`config.mk`:
```
export PLATFORM = sky130hd
export DESIGN_NAME = row_sweep_scheduler
export DESIGN_NICKNAME = d
export VERILOG_FILES = /design/src/rtl/row_sweep_scheduler.sv
export SDC_FILE = /design/constraint.sdc
export NUM_CORES = 1
export LEC_CHECK = 0
export CAP_MARGIN = 20
export CORE_ASPECT_RATIO = 1.25
export CORE_MARGIN = 2
export CORE_UTILIZATION = 35
export CTS_BUF_LIST = sky130_fd_sc_hd__clkbuf_8
export CTS_CLUSTER_DIAMETER = 40
export CTS_CLUSTER_SIZE = 24
export DETAILED_ROUTE_END_ITERATION = 6
export PLACE_DENSITY = 0.7
export SLEW_MARGIN = 30
export SYNTH_ARGS = -nofsm -noshare
export SYNTH_HDL_FRONTEND = slang
export SYNTH_SLANG_ARGS = --single-unit
```
`constraint.sdc`:
```
create_clock -name clk -period 4 [get_ports clk]
set_input_delay 0.4 -clock clk [delete_from_list [all_inputs] [get_ports clk]]
set_output_delay 0.4 -clock clk [all_outputs]
set_load 0.02 [all_outputs]
```
`src/rtl/row_sweep_scheduler.sv`:
```
// Row-at-a-time sweep of the light grid: replays the instruction buffer per row,
// forwards covering spans to the row datapath and accumulates row sums.
// Optional build macro ROW_SWEEP_SATURATE_EN makes the accumulator saturate instead of wrap.
module row_sweep_scheduler #(
  parameter int INSTRUCTION_WIDTH = 50,
  parameter int POS_WIDTH         = 12,
  parameter int GRID_SIZE         = 1000,
  parameter int ROW_SUM_WIDTH     = 16,
  parameter int RESULT_WIDTH      = 24
) (
  input  logic                         clk,
  input  logic                         reset_n,
  input  logic                         start,
  output logic                         instr_rewind,
  input  logic                         instr_valid,
  output logic                         instr_ready,
  input  logic                         instr_last,
  input  logic [INSTRUCTION_WIDTH-1:0] instr_data,
  output logic                         row_clear,
  input  logic                         row_idle,
  output logic                         span_valid,
  input  logic                         span_ready,
  output logic [1:0]                   span_op,
  output logic [POS_WIDTH-1:0]         span_x_lo,
  output logic [POS_WIDTH-1:0]         span_x_hi,
  output logic                         sum_req,
  input  logic                         sum_valid,
  input  logic [ROW_SUM_WIDTH-1:0]     sum_data,
  output logic [POS_WIDTH-1:0]         row_index,
  output logic                         count_done,
  output logic [RESULT_WIDTH-1:0]      count_value
);

  typedef enum logic [3:0] {
    S_IDLE, S_REWIND, S_REWIND_WAIT, S_CLEAR, S_CLEAR_WAIT,
    S_FETCH, S_ISSUE, S_SUM_REQ, S_SUM_WAIT, S_DONE
  } state_e;

  localparam logic [POS_WIDTH-1:0] LAST_ROW = POS_WIDTH'(GRID_SIZE - 1);
  localparam logic [POS_WIDTH-1:0] ROW_ONE  = POS_WIDTH'(1);

  state_e                  state_q;
  logic                    instr_rewind_q, instr_ready_q, row_clear_q;
  logic                    span_valid_q, sum_req_q, count_done_q, last_q;
  logic [1:0]              span_op_q;
  logic [POS_WIDTH-1:0]    span_x_lo_q, span_x_hi_q, row_index_q;
  logic [RESULT_WIDTH-1:0] count_value_q, count_d;

  logic [1:0]           op_s;
  logic [POS_WIDTH-1:0] xs_s, ys_s, xe_s, ye_s, xlo_s, xhi_s, ylo_s, yhi_s;
  logic                 hit_s;

  assign op_s  = instr_data[4*POS_WIDTH+1 -: 2];
  assign xs_s  = instr_data[4*POS_WIDTH-1 -: POS_WIDTH];
  assign ys_s  = instr_data[3*POS_WIDTH-1 -: POS_WIDTH];
  assign xe_s  = instr_data[2*POS_WIDTH-1 -: POS_WIDTH];
  assign ye_s  = instr_data[POS_WIDTH-1 -: POS_WIDTH];
  // Corners may arrive in either order; normalise before the row test.
  assign xlo_s = (xs_s <= xe_s) ? xs_s : xe_s;
  assign xhi_s = (xs_s <= xe_s) ? xe_s : xs_s;
  assign ylo_s = (ys_s <= ye_s) ? ys_s : ye_s;
  assign yhi_s = (ys_s <= ye_s) ? ye_s : ys_s;
  assign hit_s = (ylo_s <= row_index_q) && (row_index_q <= yhi_s) && (op_s != 2'd3);

`ifdef ROW_SWEEP_SATURATE_EN
  localparam int SUM_W = ((RESULT_WIDTH > ROW_SUM_WIDTH) ? RESULT_WIDTH : ROW_SUM_WIDTH) + 1;
  logic [SUM_W-1:0] acc_wide_s;
  logic             ovf_s, ovf_q;
  logic [7:0]       dbg_s;
  assign acc_wide_s = SUM_W'(count_value_q) + SUM_W'(sum_data);
  assign ovf_s      = |acc_wide_s[SUM_W-1:RESULT_WIDTH];
  assign dbg_s      = {7'd0, ovf_q};
  // Saturating accumulate: clamp to all-ones when the wide sum spills over.
  always_comb begin
    count_d = acc_wide_s[RESULT_WIDTH-1:0];
    if (ovf_s) begin
      count_d = {RESULT_WIDTH{1'b1}};
    end else begin
      count_d = acc_wide_s[RESULT_WIDTH-1:0];
    end
  end
`else
  // Wrapping accumulate of the zero-extended row sum.
  always_comb begin
    count_d = count_value_q + RESULT_WIDTH'(sum_data);
  end
`endif

  // Sweep FSM; every output is a register updated here.
  always_ff @(posedge clk or negedge reset_n) begin
    if (!reset_n) begin
      state_q        <= S_IDLE;
      instr_rewind_q <= 1'b0;
      instr_ready_q  <= 1'b0;
      row_clear_q    <= 1'b0;
      span_valid_q   <= 1'b0;
      span_op_q      <= 2'd0;
      span_x_lo_q    <= '0;
      span_x_hi_q    <= '0;
      sum_req_q      <= 1'b0;
      row_index_q    <= '0;
      count_done_q   <= 1'b0;
      count_value_q  <= '0;
      last_q         <= 1'b0;
`ifdef ROW_SWEEP_SATURATE_EN
      ovf_q          <= 1'b0;
`endif
    end else begin
      instr_rewind_q <= 1'b0;
      row_clear_q    <= 1'b0;
      sum_req_q      <= 1'b0;
      case (state_q)
        S_IDLE, S_DONE: begin
          if (start) begin
            count_value_q  <= '0;
            count_done_q   <= 1'b0;
            row_index_q    <= '0;
            instr_rewind_q <= 1'b1;
            state_q        <= S_REWIND;
          end
        end
        S_REWIND:      state_q <= S_REWIND_WAIT;
        S_REWIND_WAIT: begin
          row_clear_q <= 1'b1;
          state_q     <= S_CLEAR;
        end
        S_CLEAR:       state_q <= S_CLEAR_WAIT;
        S_CLEAR_WAIT: begin
          if (row_idle) begin
            instr_ready_q <= 1'b1;
            state_q       <= S_FETCH;
          end
        end
        S_FETCH: begin
          if (instr_valid && hit_s) begin
            span_op_q     <= op_s;
            span_x_lo_q   <= xlo_s;
            span_x_hi_q   <= xhi_s;
            last_q        <= instr_last;
            span_valid_q  <= 1'b1;
            instr_ready_q <= 1'b0;
            state_q       <= S_ISSUE;
          end else if (instr_valid && instr_last) begin
            instr_ready_q <= 1'b0;
            state_q       <= S_SUM_REQ;
          end
        end
        S_ISSUE: begin
          if (span_ready) begin
            span_valid_q <= 1'b0;
            if (last_q) begin
              state_q <= S_SUM_REQ;
            end else begin
              instr_ready_q <= 1'b1;
              state_q       <= S_FETCH;
            end
          end
        end
        S_SUM_REQ: begin
          if (row_idle) begin
            sum_req_q <= 1'b1;
            state_q   <= S_SUM_WAIT;
          end
        end
        S_SUM_WAIT: begin
          if (sum_valid) begin
            count_value_q <= count_d;
`ifdef ROW_SWEEP_SATURATE_EN
            ovf_q         <= ovf_q | ovf_s;
`endif
            if (row_index_q == LAST_ROW) begin
              count_done_q <= 1'b1;
              state_q      <= S_DONE;
            end else begin
              row_index_q    <= row_index_q + ROW_ONE;
              instr_rewind_q <= 1'b1;
              state_q        <= S_REWIND;
            end
          end
        end
        default: state_q <= S_IDLE;
      endcase
    end
  end

  assign instr_rewind = instr_rewind_q;
  assign instr_ready  = instr_ready_q;
  assign row_clear    = row_clear_q;
  assign span_valid   = span_valid_q;
  assign span_op      = span_op_q;
  assign span_x_lo    = span_x_lo_q;
  assign span_x_hi    = span_x_hi_q;
  assign sum_req      = sum_req_q;
  assign row_index    = row_index_q;
  assign count_done   = count_done_q;
  assign count_value  = count_value_q;

endmodule

```
==> flow_metrics.tcl <==
set metrics [dict create \
    place_area_um2 7600 \
    clock_skew_ns 0.0101 \
    maxCapViolCount 0 \
    seq_area_frac_synth_pct 32.4 \
    root_buffer "clkbuf_8" \
    grt_pass1_vias 5315 \
    dr_total_vias 5291 \
    tritoncts "built" \
    path_class "in -> reg" \
    slew_headroom_pct 51.1 \
    power_w 0.00373 \
    crit_slowest_cell "clkdlybuf4s50_1" \
    area_delta_synth_final_pct 42.7 \
    p_per_area_nw_per_um2 463 \
    grt_pass1_wl_um 25700 \
    drive_above_1_share_pct 13.5 \
    num_io_pins 142 \
    htree_levels 3 \
    nets 952 \
    synthesis.area_um2 5640 \
    async_flop_share_pct 100 \
    cp_slowest_stage_delay_ns 0.48 \
    dp_hpwl_um 11700 \
    synth_warnings 0 \
    synthCells 634 \
    routedWlPerCell_um 15.0 \
    fillers 1521 \
    grt_start_max_net_pins 74 \
    setup_violations 0 \
    rows 51 \
    syn_area_per_cell_um2 8.90 \
    ys.flop_type "dfrtp_1" \
    gp_congestion 0.848 \
    layout_common_cells "clkdlybuf4s50_1 (124), nand2_1 (83), dfrtp_1 (73), ha_1 (54), o21ai_0 (52)" \
    hp-class "in -> async" \
    final_common_cell "clkdlybuf4s50_1" \
    worst-r2r-setup-slack_ns 1.17 \
    overflow 0 \
    core-area_um2 15700 \
    power.leakage_nw 3.70 \
    vdd_drop_max_mv 0.263 \
    via_per_inst 5.15 \
    clockBufferDepth 2 \
    detail-route-antenna-nets 0 \
    fin_crit_sh_pct 97.2 \
    setup_ws_ns 0.112 \
    fp.dieW_um 118 \
    first_pass_iters 5 \
    place.port_buffers 141 \
    initial_core_util_pct 35.9 \
    max_freq_ghz 0.257 \
    path_cells "clkdlybuf4s50_1, inv_1, ha_4, nand4_1, o32a_1, o41ai_4, buf_4, buf_4, mux2_2, ha_1, nand4_1, or2_4, a21oi_2, o22ai_2, buf_4, nand4_1, buf_6, mux2_1" \
    critPathBufInv 6 \
    grt_util_all_layers_pct 18.0 \
    diodes 0 \
    route.detailed.drc 0 \
    die_h_um 146 \
    crit_required_ns 4.24 \
    post-route-min-period_ns 3.89 \
    crit_path_max_fanout 5 \
    start_kind "input pin" \
    crit_path_end_kind "register" \
    design_area_um2 8050 \
    antenna_found_initial 0 \
    status "finished, final reports clean" \
    dieArea_um2 17200 \
    final_max_slew_viol_count 0 \
    path_clk_slew_ns 0.08 \
    final_hold_viol_count 0 \
    wirelength_um 15400 \
    cts_sinks 73 \
    dr.first_iter.drc_count 239 \
    synth_fp_nets 774 \
    cts_buffers 9 \
    clock_latency_ns 0.36 \
    ys_types 59 \
    ys_ff_latch 73 \
    crit_arrival_ns 4.13 \
    worst_pin_slew_ns 0.733 \
    placement.setup.worst_slack_ns -0.600 \
    tns_ns 0 \
    crit_family "buffers and inverters" \
    fin_util_pct 51.3 \
    synth-edff-count 0 \
]
## state kept, by name, indices dropped and copies added, names as in the netlist, 2 cells and up
register,flops
count_value,24
row_index,12
span_op,2
span_x_hi,12
span_x_lo,12
state_q,4
## area by class of cell
cell class	count	area, µm²	area share (%)
Clock buffer	12	165	2.05
Clock inverter	3	63.8	0.793
Inverter	46	173	2.14
Multi-Input combinational cell	496	3720	46.2
Sequential cell	73	1830	22.7
Tap cell	212	265	3.29
Timing Repair Buffer	186	1830	22.8
## cells by family after synthesis
family          after synthesis  share of synthesized area (%)
compound gates              161                           17.7
xor+xnor                     23                           3.57
fa+ha+maj                    66                           14.8
buf+inv                      65                           4.61
flops                        73                           32.4
mux                          53                           9.73
simple gates                193                           17.2
## power breakdown
group          total [W]  leakage, nW  switching, W  internal (W)
clock network   0.000680        0.120      0.000283      0.000397
registers        0.00118        0.976      0.000229      0.000947
logic            0.00187         2.61      0.000963      0.000907
## layer usage
metal | up-vias | GRT usage (%) | routed length [µm]
li1 | 2636 | - | -
met1 | 2508 | 21.2 | 6430
met2 | 125 | 32.1 | 7850
met3 | 22 | 4.11 | 846
met4 | 0 | 6.02 | 256
met5 | - | 0 | 0
## Yosys cell counts, drive strengths merged, types with 3 or more instances
cell type   n  area share (%)
or3         9             1.0
nand2b      3            0.33
nand2      84             5.6
mux2       15             3.0
and2        4            0.44
nor4        3            0.60
and3        6            0.67
dfrtp      73              32
nand4      12             1.3
or2         3            0.33
buf         8            0.82
nor2       26             1.7
o31ai       7            0.93
or3b        3            0.47
clkbuf     11            0.73
xnor2      16             2.5
nand3      19             1.7
a211oi      6            0.80
a21oi      44             4.0
a21o        9             1.2
ha         65              14
a31oi       4            0.44
nor3        7            0.62
o211ai      7            0.93
o21ai      61             5.6
mux2i      38             6.7
nor2b       6            0.67
or4         3            0.40
xor2        7             1.1
inv        46             3.1
o21bai      3            0.40
## worst paths after layout
kind | startpoint | end | cells after the start
min reg2reg | span_x_hi[7] | span_x_hi[7] | 2
min | reset_n | count_value[23] | 1
max in group asynchronous | reset_n | span_x_hi[7] | 1
max reg2reg | count_value[0] | count_value[16] | 9
min in group clk | span_x_hi[7] | span_x_hi[7] | 2
max | instr_data[3] | span_op[0] | 18
## timing repair
action	4_1_cts	5_1_grt
setup buffers	2	1
cloned	1	0
pin swaps	11	18
gates resized for setup	14	32
hold endpoints to repair	0	0
setup endpoints to repair	30	31
hold buffers	0	0
## per-stage QoR
stage,cells,hold slack [ns]
floorplan,634,0.104
global placement,1009,0.468
detailed placement,1009,0.473
CTS,1027,0.215
global route,1028,0.101
finish,1028,0.0602
Power figures use the tool's default switching activity.
==> RTL change 1, RTL diff (same flow settings) <==
Put one more register stage on the output `count_value`. The value now appears one clock later. The other outputs are not delayed to match.
--- a/src/rtl/row_sweep_scheduler.sv
+++ b/src/rtl/row_sweep_scheduler.sv
@@ -193,7 +193,9 @@
   assign sum_req      = sum_req_q;
   assign row_index    = row_index_q;
   assign count_done   = count_done_q;
-  assign count_value  = count_value_q;
+  always_ff @(posedge clk) begin
+    count_value <= count_value_q;
+  end
 
 endmodule
 
Check against the original RTL: not equivalent (a bounded check fails within 10 cycles, from zero or initial values and one cycle with reset_n low).
==> RTL change 1 against the unedited design <==
  * Sequential share of layout area is 4.1 points higher
  * Worst setup slack got worse by 110 ps
  * Routed wire length is 5.0% higher
  * Power grew 7.2%
  * Core utilization is 1.6 points lower
  * Clock skew grew 7.5 ps
  * Sequential cell count is 24 higher
  * Synthesized cell count decreased by 3.2%
  * Area after synthesis grew 9.6%
  * Largest cell class unchanged
  * Final area is 7.1% higher
  * Sequential power rose by 21%
==> RTL change 1: results (changes against the unedited design) <==
[metrics] First DRT Iteration DRCs: 204 (-15%)
[metrics] global-route wire length before repair: 26.1 mm (+1.4%)
[metrics] # placed instances: 1,001 (-0.79%)
[metrics] number of nets in the layout: 938 (-1.5%)
[metrics] top area cells in the synthesized netlist: dfrtp_1 30%, ha_1 13%, mux2_2 8.2%
[metrics] Synth Area in Compound Gates: 0.139 (-0.0382)
[metrics] total length of routed wires: 16.2 mm (+5.0%)
[metrics] count of cells along the worst register-to-register path: 7 (-2)
[metrics] slowest cell delay on critical path: 450 ps (-30 ps)
[metrics] TritonCTS buffer count: 9 (unchanged)
[metrics] via count of the first global-routing pass: 5,374 (+1.1%)
[metrics] part of the Yosys area used for sequential elements: 0.373 (+0.0493)
[metrics] port bufs: 141 (unchanged)
[metrics] area share of xor/xnor cells in the synthesized design: 0.0297 (-0.00596)
[metrics] worst vdd rail ir drop: 0.000230 V (-12%)
[metrics] worst path arrival time: 4260 ps (+130 ps)
[metrics] run status: finished, final reports clean
[metrics] clock-pin slew on the worst setup and hold paths: 100 ps (+20 ps)
[metrics] Worst slew margin: 0.482 (-0.0295)
[metrics] CP max FO: 7 (+2)
[metrics] gpl congestion: 0.880 (+3.8%)
[metrics] Final Skew: 17.6 ps (+7.51 ps)
[metrics] Mapped Cells: 614 (-3.2%)
[metrics] delay-heaviest family, CP: compound AO/OA/AOI/OAI gates
[metrics] count of TritonRoute iterations in the first routing pass: 4 (-1)
[metrics] All-Layer GR Usage: 0.174 (-0.00533)
[metrics] Cell Area, Placed: 8150 um^2 (+7.2%)
[metrics] antenna diode count: 0 (unchanged)
[metrics] clk_lat worst skew: 390 ps (+30 ps)
[metrics] number of fill cells: 1,562 (+2.7%)
[metrics] synthesized-area fraction occupied by adder cells: 0.135 (-0.0129)
[metrics] Leak Pwr: 0.00388 uW (+4.7%)
[metrics] detailed-placement wirelength estimate: 11.8 mm (+0.72%)
[metrics] portion of netlist area occupied by mux cells: 0.151 (+0.0534)
[metrics] post-synthesis net count: 754 (-2.6%)
[metrics] asr flop ratio synth: 0.753 (-0.247)
[metrics] via density per instance: 5.14 (-0.15%)
[metrics] layout cell share with drive strength beyond 1: 0.215 (+0.0806)
[metrics] top cells by count, synth: 73 x dfrtp_1, 65 x ha_1, 45 x inv_1, 45 x mux2_2, 42 x nand2_1
[metrics] slowest library cell on the worst path: or3_4
[metrics] wire length per cell: 15.7 um (+5.1%)
==> RTL change 1: path summary, 6_finish.rpt <==
check	end	slack, ps	startpoint
setup / recovery	span_op[0]	3	instr_data[29]
hold / removal	count_value_q[9]	20	reset_n
setup reg to reg	row_index[8]	1100	state_q[3]
hold reg to reg	count_value[23]	380	count_value_q[23]
max in group asynchronous	row_index[10]	3480	reset_n
min in group clk	count_value[23]	380	count_value_q[23]
==> RTL change 1: final cells by class <==
type	count	area (um^2)	share of cell area
inverters	45	174	0.0202
well taps	224	280	0.0325
flip-flops and latches	97	2310	0.268
multi-input cells	455	3820	0.443
clock inverters	7	87.6	0.0102
repair buffers	190	1830	0.212
clock buffers	9	124	0.0144
==> RTL change 1: per-layer routing <==
layer  share of wire  up-vias  GRT usage  routed length, um
li1                -     2610          -                  -
met1            0.45     2510      0.215               7250
met2            0.48      137      0.297               7800
met3           0.052       21     0.0464                842
met4           0.016        0     0.0476                261
met5               0        -          0                  0
==> RTL change 1: cells by family after synthesis <==
logic type      after synthesis
fa+ha+maj                    66
simple gates                156
flops                        97
xor+xnor                     21
mux                          78
compound gates              134
buf+inv                      62
==> RTL change 1: timing repair <==
| action | 4_1_cts | 5_1_grt |
|---|---|---|
| endpoints found under the setup margin | 28 | 27 |
| gates resized for setup | 45 | 46 |
| buffers inserted | 4 | 3 |
| pin swaps | 17 | 10 |
| cloned | 3 | 0 |
| hold buffers | 0 | 0 |
==> RTL change 1: metrics by stage <==
| stage | hold slack [ps] | setup WS (ps) | setup TNS [ps] |
|---|---|---|---|
| detailed placement | 376 | -791 | -22260 |
| global placement | 356 | -719 | -20140 |
| global route | 71.8 | -90.7 | -1980 |
| floorplan | 104 | -222 | -4580 |
| CTS | 37.2 | 19.3 | 0 |
| finish | 18.2 | 2.68 | 0 |
==> RTL change 1: power breakdown <==
part / switching [uW] / leakage, uW / internal, uW
registers: 198 / 0.00115 / 1230
clock network: 351 / 0.000114 / 348
logic: 894 / 0.00261 / 972
total: 1440 / 0.00388 / 2550
==> RTL change 2, RTL diff (config.mk and constraints unchanged) <==
Made on the original files. Add a define of `ROW_SWEEP_SATURATE_EN`.
--- a/src/rtl/row_sweep_scheduler.sv
+++ b/src/rtl/row_sweep_scheduler.sv
@@ -1,6 +1,8 @@
 // Row-at-a-time sweep of the light grid: replays the instruction buffer per row,
 // forwards covering spans to the row datapath and accumulates row sums.
 // Optional build macro ROW_SWEEP_SATURATE_EN makes the accumulator saturate instead of wrap.
+`define ROW_SWEEP_SATURATE_EN
+
 module row_sweep_scheduler #(
   parameter int INSTRUCTION_WIDTH = 50,
   parameter int POS_WIDTH         = 12,
Check against the original RTL: no difference found for any inputs over 10 cycles, from zero or initial values and one cycle with reset_n low; that may be too few to reach the edited logic, so the function may still have changed.
==> RTL change 2 against the unedited design <==
  * Power rose by 3.8%
  * Worst hold slack improved by 1.0 ps
  * Area after synthesis is 2.9% higher
  * Final area increased by 4.0%
  * Worst setup slack got worse by 24 ps
  * Non-clock buffer count increased by 12
  * Routed wire length increased by 0.97%
  * Sequential cell count did not move
==> RTL change 2: results (changes against the unedited design) <==
[metrics] Syn. warnings: 0 (unchanged)
[metrics] area share of xor/xnor cells in the synthesized design: 0.0302 (-0.00554)
[metrics] sequential share of power: 0.309 (-0.007)
[metrics] wire length per cell: 15.4 um (+3.1%)
[metrics] number of nets in the layout: 927 (-2.6%)
[metrics] top cells by count, synth: 73 x dfrtp_1, 65 x ha_1, 47 x nand2_1, 43 x inv_1
[metrics] crit path launch: instr_data[29]
[metrics] Cell Area, Placed: 7740 um^2 (+1.9%)
[metrics] # placed instances: 978 (-3.1%)
[metrics] run status: finished, final reports clean
[metrics] layout cell share with drive strength beyond 1: 0.214 (+0.0788)
[metrics] GR met2 Demand/Resource: 0.328 (+0.00624)
[metrics] detailed-placement wirelength estimate: 11.7 mm (-0.43%)
[metrics] setup slack of the critical path after layout: 87.9 ps (-24.5 ps)
[metrics] via count of the first global-routing pass: 5,243 (-1.4%)
[metrics] top area cells in the synthesized netlist: dfrtp_1 31%, ha_1 14%, mux2_4 4.9%
[metrics] total length of routed wires: 15.5 mm (+0.97%)
[metrics] First DRT Iteration DRCs: 232 (-2.9%)
[metrics] count of cells along the worst register-to-register path: 10 (+1)
[metrics] portion of netlist area occupied by mux cells: 0.159 (+0.0614)
[metrics] number of post-CTS setup repair buffers: 6 (+4)
[metrics] worst hold margin: 61.2 ps (+1.01 ps)
[metrics] Final Skew: 11.7 ps (+1.66 ps)
[metrics] total number of vias: 5,213 (-1.5%)
[metrics] destination of the worst register-to-register timing path: count_value[12]
[metrics] worst vdd rail ir drop: 0.000214 V (-19%)
[metrics] All-Layer GR Usage: 0.175 (-0.00463)
[metrics] Synth Area in Compound Gates: 0.168 (-0.00870)
[metrics] average cell area after synthesis: 9.66 um^2 (+8.6%)
[metrics] part of the Yosys area used for sequential elements: 0.315 (-0.00921)
[metrics] count of TritonRoute iterations in the first routing pass: 4 (-1)
[metrics] gpl congestion: 0.897 (+5.7%)
[metrics] delay-heaviest family, CP: compound AO/OA/AOI/OAI gates
[metrics] met3 usage in global routing: 0.0367 (-0.00449)
[metrics] post-synthesis net count: 741 (-4.3%)
[metrics] number of gates resized after CTS: 35 (+21)
[metrics] power attributed to combinational cells: 2090 uW (+12%)
[metrics] CP max FO: 8 (+3)
[metrics] R2R setup slack: 1030 ps (-140 ps)
[metrics] met1 GRT Util: 0.195 (-0.0166)
[metrics] synthesized-area fraction occupied by adder cells: 0.143 (-0.00420)
[metrics] slowest cell delay on critical path: 430 ps (-50 ps)
[metrics] global-route wire length before repair: 25.0 mm (-2.8%)
[metrics] transition at the pin with the smallest max-transition slack: 688 ps (-44.6 ps)
[metrics] slowest library cell on the worst path: or3_4
[metrics] Internal Dissipation: 2390 uW (+6.1%)
[RTL change 2: cell count changes in the layout (fill, tap and decap cells not counted), moves of 7 or more]
cell	change
mux2_1	+14
a21oi_1	-9
clkdlybuf4s50_1	-8
nand2_1	-37
nor2_1	+8
buf_4	+7
mux2_4	+30
o21ai_0	-34
mux2i_1	-25
[RTL change 2: layout make-up]
cell class | instances | share of cell area
clock buffers | 11 | 0.0181
clock inverters | 4 | 0.00523
inverters | 45 | 0.0202
multi-input cells | 460 | 0.473
flip-flops and latches | 73 | 0.218
well taps | 216 | 0.0323
repair buffers | 198 | 0.233
[RTL change 2: per-stage QoR]
step,total power [uW],util
finish,3870,0.517
global placement,3130,0.478
detailed placement,3160,0.478
CTS,3840,0.504
global route,4140,0.517
floorplan,2360,-
[RTL change 2: layer usage]
metal | share of wire | vias to the layer above
met5 | 0 | -
met4 | 0.019 | 0
met3 | 0.050 | 25
met2 | 0.53 | 126
met1 | 0.41 | 2479
li1 | - | 2583
